--- config.mk ---
export PLATFORM = sky130hd
export DESIGN_NAME = pdm_multi_channel
export DESIGN_NICKNAME = d
export VERILOG_FILES = /design/src/rtl/pdm_multi_channel.sv
export SDC_FILE = /design/constraint.sdc
export NUM_CORES = 1
export LEC_CHECK = 0
export CORE_UTILIZATION = 35
export DETAILED_ROUTE_END_ITERATION = 10
export GPL_ROUTABILITY_DRIVEN = 0
export PLACE_DENSITY = 0.57
export RECOVER_POWER = 50
export REMOVE_ABC_BUFFERS = 1
export SYNTH_ARGS = -nofsm -noshare
export SYNTH_HDL_FRONTEND = slang
export SYNTH_SLANG_ARGS = --single-unit
--- constraint.sdc ---
create_clock -name clk -period 4.23 [get_ports clk]
set_input_delay 0.6345 -clock clk [delete_from_list [all_inputs] [get_ports clk]]
set_output_delay 0.6345 -clock clk [all_outputs]
set_load 0.05 [all_outputs]
--- src/rtl/pdm_multi_channel.sv ---
// Multi-channel first-order pulse-density modulator.
// Each channel accumulates its level modulo 2^WIDTH. The carry-out of that sum is the PDM bit.
// Level writes either apply at once or wait in a shadow register until the frame boundary.
module pdm_multi_channel #(
   parameter int unsigned WIDTH    = 5,
   parameter int unsigned CHANNELS = 4,
   localparam int unsigned CB      = (CHANNELS > 1) ? $clog2(CHANNELS) : 1
) (
   input  logic                clk,
   input  logic                reset,
   input  logic                write_en,
   input  logic [CB-1:0]       wr_chan,
   input  logic [WIDTH-1:0]    wr_data,
   input  logic                sync_mode,
   output logic [CHANNELS-1:0] pdm_out,
   output logic [CHANNELS-1:0] pending,
   output logic                frame_start
);

   logic [WIDTH-1:0]    level_q  [CHANNELS];
   logic [WIDTH-1:0]    level_d  [CHANNELS];
   logic [WIDTH-1:0]    shadow_q [CHANNELS];
   logic [WIDTH-1:0]    shadow_d [CHANNELS];
   logic [WIDTH-1:0]    acc_q    [CHANNELS];
   logic [WIDTH-1:0]    acc_d    [CHANNELS];
   logic [CHANNELS-1:0] pdm_q, pdm_d;
   logic [CHANNELS-1:0] pend_q, pend_d;
   logic [WIDTH-1:0]    frame_cnt_q, frame_cnt_d;
   logic                boundary;
   logic                wr_valid;

   // Next-state for the accumulators, levels, shadows and frame counter.
   always_comb begin
      logic [WIDTH:0] sum;
      sum         = '0;
      boundary    = (frame_cnt_q == {WIDTH{1'b1}});
      // Out-of-range channel numbers are dropped without touching any state.
      wr_valid    = write_en && (32'(wr_chan) < CHANNELS);
      frame_cnt_d = frame_cnt_q + 1'b1;
      pdm_d       = '0;
      pend_d      = pend_q;
      for (int c = 0; c < CHANNELS; c++) begin
         sum         = {1'b0, acc_q[c]} + {1'b0, level_q[c]};
         acc_d[c]    = sum[WIDTH-1:0];
         pdm_d[c]    = sum[WIDTH];
         level_d[c]  = level_q[c];
         shadow_d[c] = shadow_q[c];
         if (boundary && pend_q[c]) begin
            level_d[c] = shadow_q[c];
            pend_d[c]  = 1'b0;
         end
         // A write to this channel overrides any shadow applied on the same edge.
         if (wr_valid && (wr_chan == CB'(c))) begin
            if (!sync_mode || boundary) begin
               level_d[c] = wr_data;
               pend_d[c]  = 1'b0;
            end else begin
               shadow_d[c] = wr_data;
               pend_d[c]   = 1'b1;
            end
         end
      end
   end

   // State registers with synchronous reset.
   always_ff @(posedge clk) begin
      if (reset) begin
         frame_cnt_q <= '0;
         pdm_q       <= '0;
         pend_q      <= '0;
         for (int c = 0; c < CHANNELS; c++) begin
            level_q[c]  <= '0;
            shadow_q[c] <= '0;
            acc_q[c]    <= '0;
         end
      end else begin
         frame_cnt_q <= frame_cnt_d;
         pdm_q       <= pdm_d;
         pend_q      <= pend_d;
         for (int c = 0; c < CHANNELS; c++) begin
            level_q[c]  <= level_d[c];
            shadow_q[c] <= shadow_d[c];
            acc_q[c]    <= acc_d[c];
         end
      end
   end

   // Outputs are straight register taps plus the frame-start decode.
   always_comb begin
      pdm_out     = pdm_q;
      pending     = pend_q;
      frame_start = (frame_cnt_q == '0);
   end

endmodule

After elaboration in Yosys (flattened, before gate mapping) --
Memory sizes are Yosys's and may differ from the RTL's. Cells that the tools add are included.
Word-level totals: input port bits 11, bits in registers 13, memories 3, word-level logic and storage cells 90, bits in writable memories 60
Memories:
- acc_q | depth 4, width 5, read ports 4, clocked after memory_dff 0, wr ports 4, RTL line 24 | logic [WIDTH-1:0] acc_q [CHANNELS];
- level_q | depth 4, width 5, read ports 4, clocked after memory_dff 0, wr ports 4, RTL line 20 | logic [WIDTH-1:0] level_q [CHANNELS];
- shadow_q | depth 4, width 5, read ports 4, clocked after memory_dff 0, wr ports 4, RTL line 22 | logic [WIDTH-1:0] shadow_q [CHANNELS];
Operators by class: equality and inequality tests 4, reductions and logical operators 16, bitwise operators 12, muxes and demuxes 44, add/sub/neg operators 5
Operator list (count):
- 5-bit two-way mux | 32
- 5-bit by 5-bit adder with 6-bit output | 4
- 1-bit two-way mux | 12
- 1-bit OR | 12
- 1-bit logical AND | 8
- 2-bit nonzero test | 4
- 5-bit by 1-bit adder with 5-bit output, second input constant | 1
- 5-bit == test, second input constant | 1
- 5-bit zero test | 1
- 2-bit == test, second input constant | 2
- 2-bit by 1-bit == test with 1-bit output, second input constant | 1
- 2-bit zero test | 1
- 1-bit zero test | 1
- 1-bit logical OR | 1

Logic depth before layout (Yosys ltp) --
depth in word-level cells 6, mapped depth 8, depth with buffers taken out 6

Worst setup path before layout --
OpenSTA, ideal clock, no wires.
path type register to output, start point register frame_cnt_q[0], end point output port frame_start, arrival 2.093 ns, path slack 1.503 ns, stages on the path, launching flop included 4, path buffers 0, cells stage by stage dfxtp_1 -> inv_1 -> ha_1 -> nor4b_1
Between the ends: cells in the longest elaborated chain, start to end 1
Ends and longest elaborated chain:
- start: declaration | RTL line 28 | logic [WIDTH-1:0] frame_cnt_q, frame_cnt_d;
- start signal: assignment | RTL line 77 | frame_cnt_q <= frame_cnt_d;
- 5-bit zero test | RTL line 92 | frame_start = (frame_cnt_q == '0);
- end: declaration | RTL line 17 | output logic frame_start
Every way passes these cells.

==> results.cfg <==
[job]
maxCapViolations = 1

[route]
drt-initial-drc-count = 75
top_layer_used = met4
routed_wl_um = 7010
detail_route.vias_per_cell = 5.01
detail_route.first_pass.iterations = 4
detailroute.wirelength.met3_um = 258
met1Wirelength_um = 3270
antenna_violating_nets_post_route = 0
vias = 2490
wl_met2_um = 3290
detail_route.drc_violations = 0
routedWlPerCell_um = 14.1

[logic_synthesis]
synthesis.area_mm2 = 0.00350
synth-seq-area-share_pct = 41.8
netlist-cell-type-count = 39
syn-instance-count = 346
synth_simple_gate_area_share_pct = 21.8
synth_edf_count = 0
postSynth.topFlopCell = sky130_fd_sc_hd__dfxtp_1
post_synth.cell_area_avg_um2 = 10.1
postSynth.asyncResetShare_pct = 0
combinational_family_with_the_most_area_after_synthesis = simple AND/OR/NAND/NOR gates
number_of_warning_messages_in_the_yosys_log = 0
yosys-mux-area-fraction_pct = 11.0
xor_and_xnor_area_share_after_synthesis_pct = 1.50
yosys_register_bits = 73
synthesized_area_fraction_occupied_by_ao_oa_aoi_and_oai_cells_pct = 9.66
yosys.area_share.adder_pct = 10.5

[sta]
fin_worst_hold_slack_ps = 469
tightest_slew_ps = 2530
highest_clock_rate_mhz = 336
hold_vio_cnt_final = 0
timing_max_transition_violations_final = 64
setup_tns_ps = 0
worst_rel_slew_slack_pct = -68.8
rsz_0062_raised_after_global_routing = no
setup_slack_ps = 1250
final_min_period_over_clock_period_pct = 70.5
fin_crit_ps = 2980
finalClockSkew_ps = 7.55
finalSetupViolCount = 0

[layout]
final_util_pct = 40.8
fillCellCount = 1020
antenna_cells = 0
area.growth.synth_to_final_pct = 13.5
share_of_layout_cells_above_drive_strength_1_pct = 10.2
design.final.nets = 397

[power_and_ir_drop]
cellLeakagePower_nw = 1.77
max-vdd-ir-drop_mv = 0.195
design_power_total_mw = 1.48
power.density_cell_area_mw_per_mm2 = 373

[worst_setup_path]
critPathKind = in -> reg
arrival_time_of_data_at_the_critical_path_endpoint_ps = 3230
critPathLaunchType = input port
slowest_stage = sky130_fd_sc_hd__clkbuf_1
crit_chain = clkbuf_1, buf_4, nor2b_1, mux2_2
path_max_fanout = 63
cp.required_ps = 4480
max_stage_delay_ps = 1760
worstSetupEndpointType = flop
critical-path-top-delay-family = buffers and inverters
number_of_buffer_and_inverter_stages_on_the_critical_path = 2

[clock_tree]
path_clk_slew_ps = 70
tritoncts = yes
clock_tree.htree_level_count = 3
clk-insertion-delay-late_ps = 360
post-cts-setup-buffer-count = 0
ctsRootBufferMaster = sky130_fd_sc_hd__clkbuf_8
holdBufCountCts = 0
number_of_clock_buffers_inserted_by_tritoncts = 9
post_cts.resized_instances = 0
cts_sinks = 73
cts.path.max_buffers = 2

[placement]
placed_wire_length_estimate_um = 4940
pre_cts_slack_ps = 1870
placement.io_buffers = 19

[global_route]
grt_start_max_net_pins = 64
grt.total_usage_pct = 15.2
global_route_wire_length_before_repair_um = 11900
number_of_antenna_violations_at_the_first_check_in_global_routing = 0
grt.overflow.total = 0
grt_pass1_vias = 2495

[floorplan]
placementRows = 36
die_h_um = 102
ioPinCount = 20
floorplan.initialDensity_pct = 35.9
design.die.area_mm2 = 0.0104
fp.dieW_um = 102
coreArea_mm2 = 0.00973

[run_status]
outcome = complete, but fails checks
failing_checks = capacitance limit, slew limit

[min_path]
hp-class = reg -> reg
## cells in the mapped netlist (all sizes together), types with 3 or more instances
library cell  instances  area (um2)
nor3                 14        70.1
clkbuf                7        26.3
nor2b                16         108
a31o                  4        35.0
a21oi                 8        40.0
a211o                 4        35.0
fa                    4        80.1
ha                   23         288
nand2                16        72.6
or2                   4        25.0
nor2                 32         120
a221oi               10        87.6
nand3                16        80.1
xnor2                 4        35.0
nand2b               29         196
dfxtp                73        1460
mux2                  4        45.0
inv                   5        18.8
buf                  11        83.8
a211oi                4        30.0
a311oi               10        87.6
a21o                  3        22.5
mux2i                34         340
## per-stage QoR
| step | std cells | cell area (um2) |
|---|---|---|
| after detailed placement | 481 | 3740 |
| after CTS | 497 | 3970 |
| final | 497 | 3970 |
| after global routing | 497 | 3970 |
| after global placement | 481 | 3740 |
| after floorplan | 328 | 3390 |
## where the power goes
part	leakage (nW)	switching (mW)	internal (mW)
registers	0.593	0.0153	0.712
clock network	0.111	0.250	0.365
logic	1.07	0.0769	0.0604
## kinds of logic (layout without fill, tap and decap cells)
kind of cell / after synthesis / in the layout
AND/OR/NAND/NOR: 136 / 136
flip-flops: 73 / 73
AO/OA/AOI/OAI: 43 / 43
multiplexers: 38 / 38
adder cells (fa/ha/maj): 27 / 27
buffers and inverters: 23 / 41
XOR/XNOR: 6 / 6
## sequential cells by signal, indices dropped and copies added, names as in the netlist
name         cells
level_q         20
pending          4
pdm_out          4
frame_cnt_q      5
shadow_q        20
acc_q           20
## cell usage in the layout (no fill, tap or decap), drive strengths merged, types with 5 or more instances in the layout
master / synthesis / final
dfxtp: 73 / 73
dlygate4sd3: 0 / 6
ha: 23 / 23
clkdlybuf4s50: 0 / 12
nor2: 32 / 32
a311oi: 10 / 10
nor3: 14 / 14
a221oi: 10 / 10
nand2: 16 / 16
nand2b: 29 / 29
mux2i: 34 / 34
inv: 5 / 5
nor2b: 16 / 16
nand3: 16 / 16
a21oi: 8 / 8
clkbuf: 7 / 15
## area by class of cell
cell class,instances,area (um2),share of cell area [%]
Timing Repair Buffer,20,191,4.83
Multi-Input combinational cell,250,1910,48.0
Clock buffer,14,163,4.10
Tap cell,133,166,4.20
Clock inverter,2,60.1,1.51
Inverter,5,18.8,0.473
Sequential cell,73,1460,36.8
## layer usage
layer	track usage, %	vias to the layer above
li1	-	1256
met1	17.9	1176
met2	25.6	39
met3	4.86	19
met4	6.59	0
met5	0	-
## final timing paths
kind,startpoint,to,slack [ps],depth (start not counted)
worst max-delay path,reset,acc_q[2][4],1250,4
worst min-delay path,frame_cnt_q[0],frame_cnt_q[0],470,1
worst max register to register,frame_cnt_q[0],level_q[1][3],1850,6
worst min register to register,frame_cnt_q[0],frame_cnt_q[0],470,1
No activity file was read; power rests on OpenSTA's default activity.
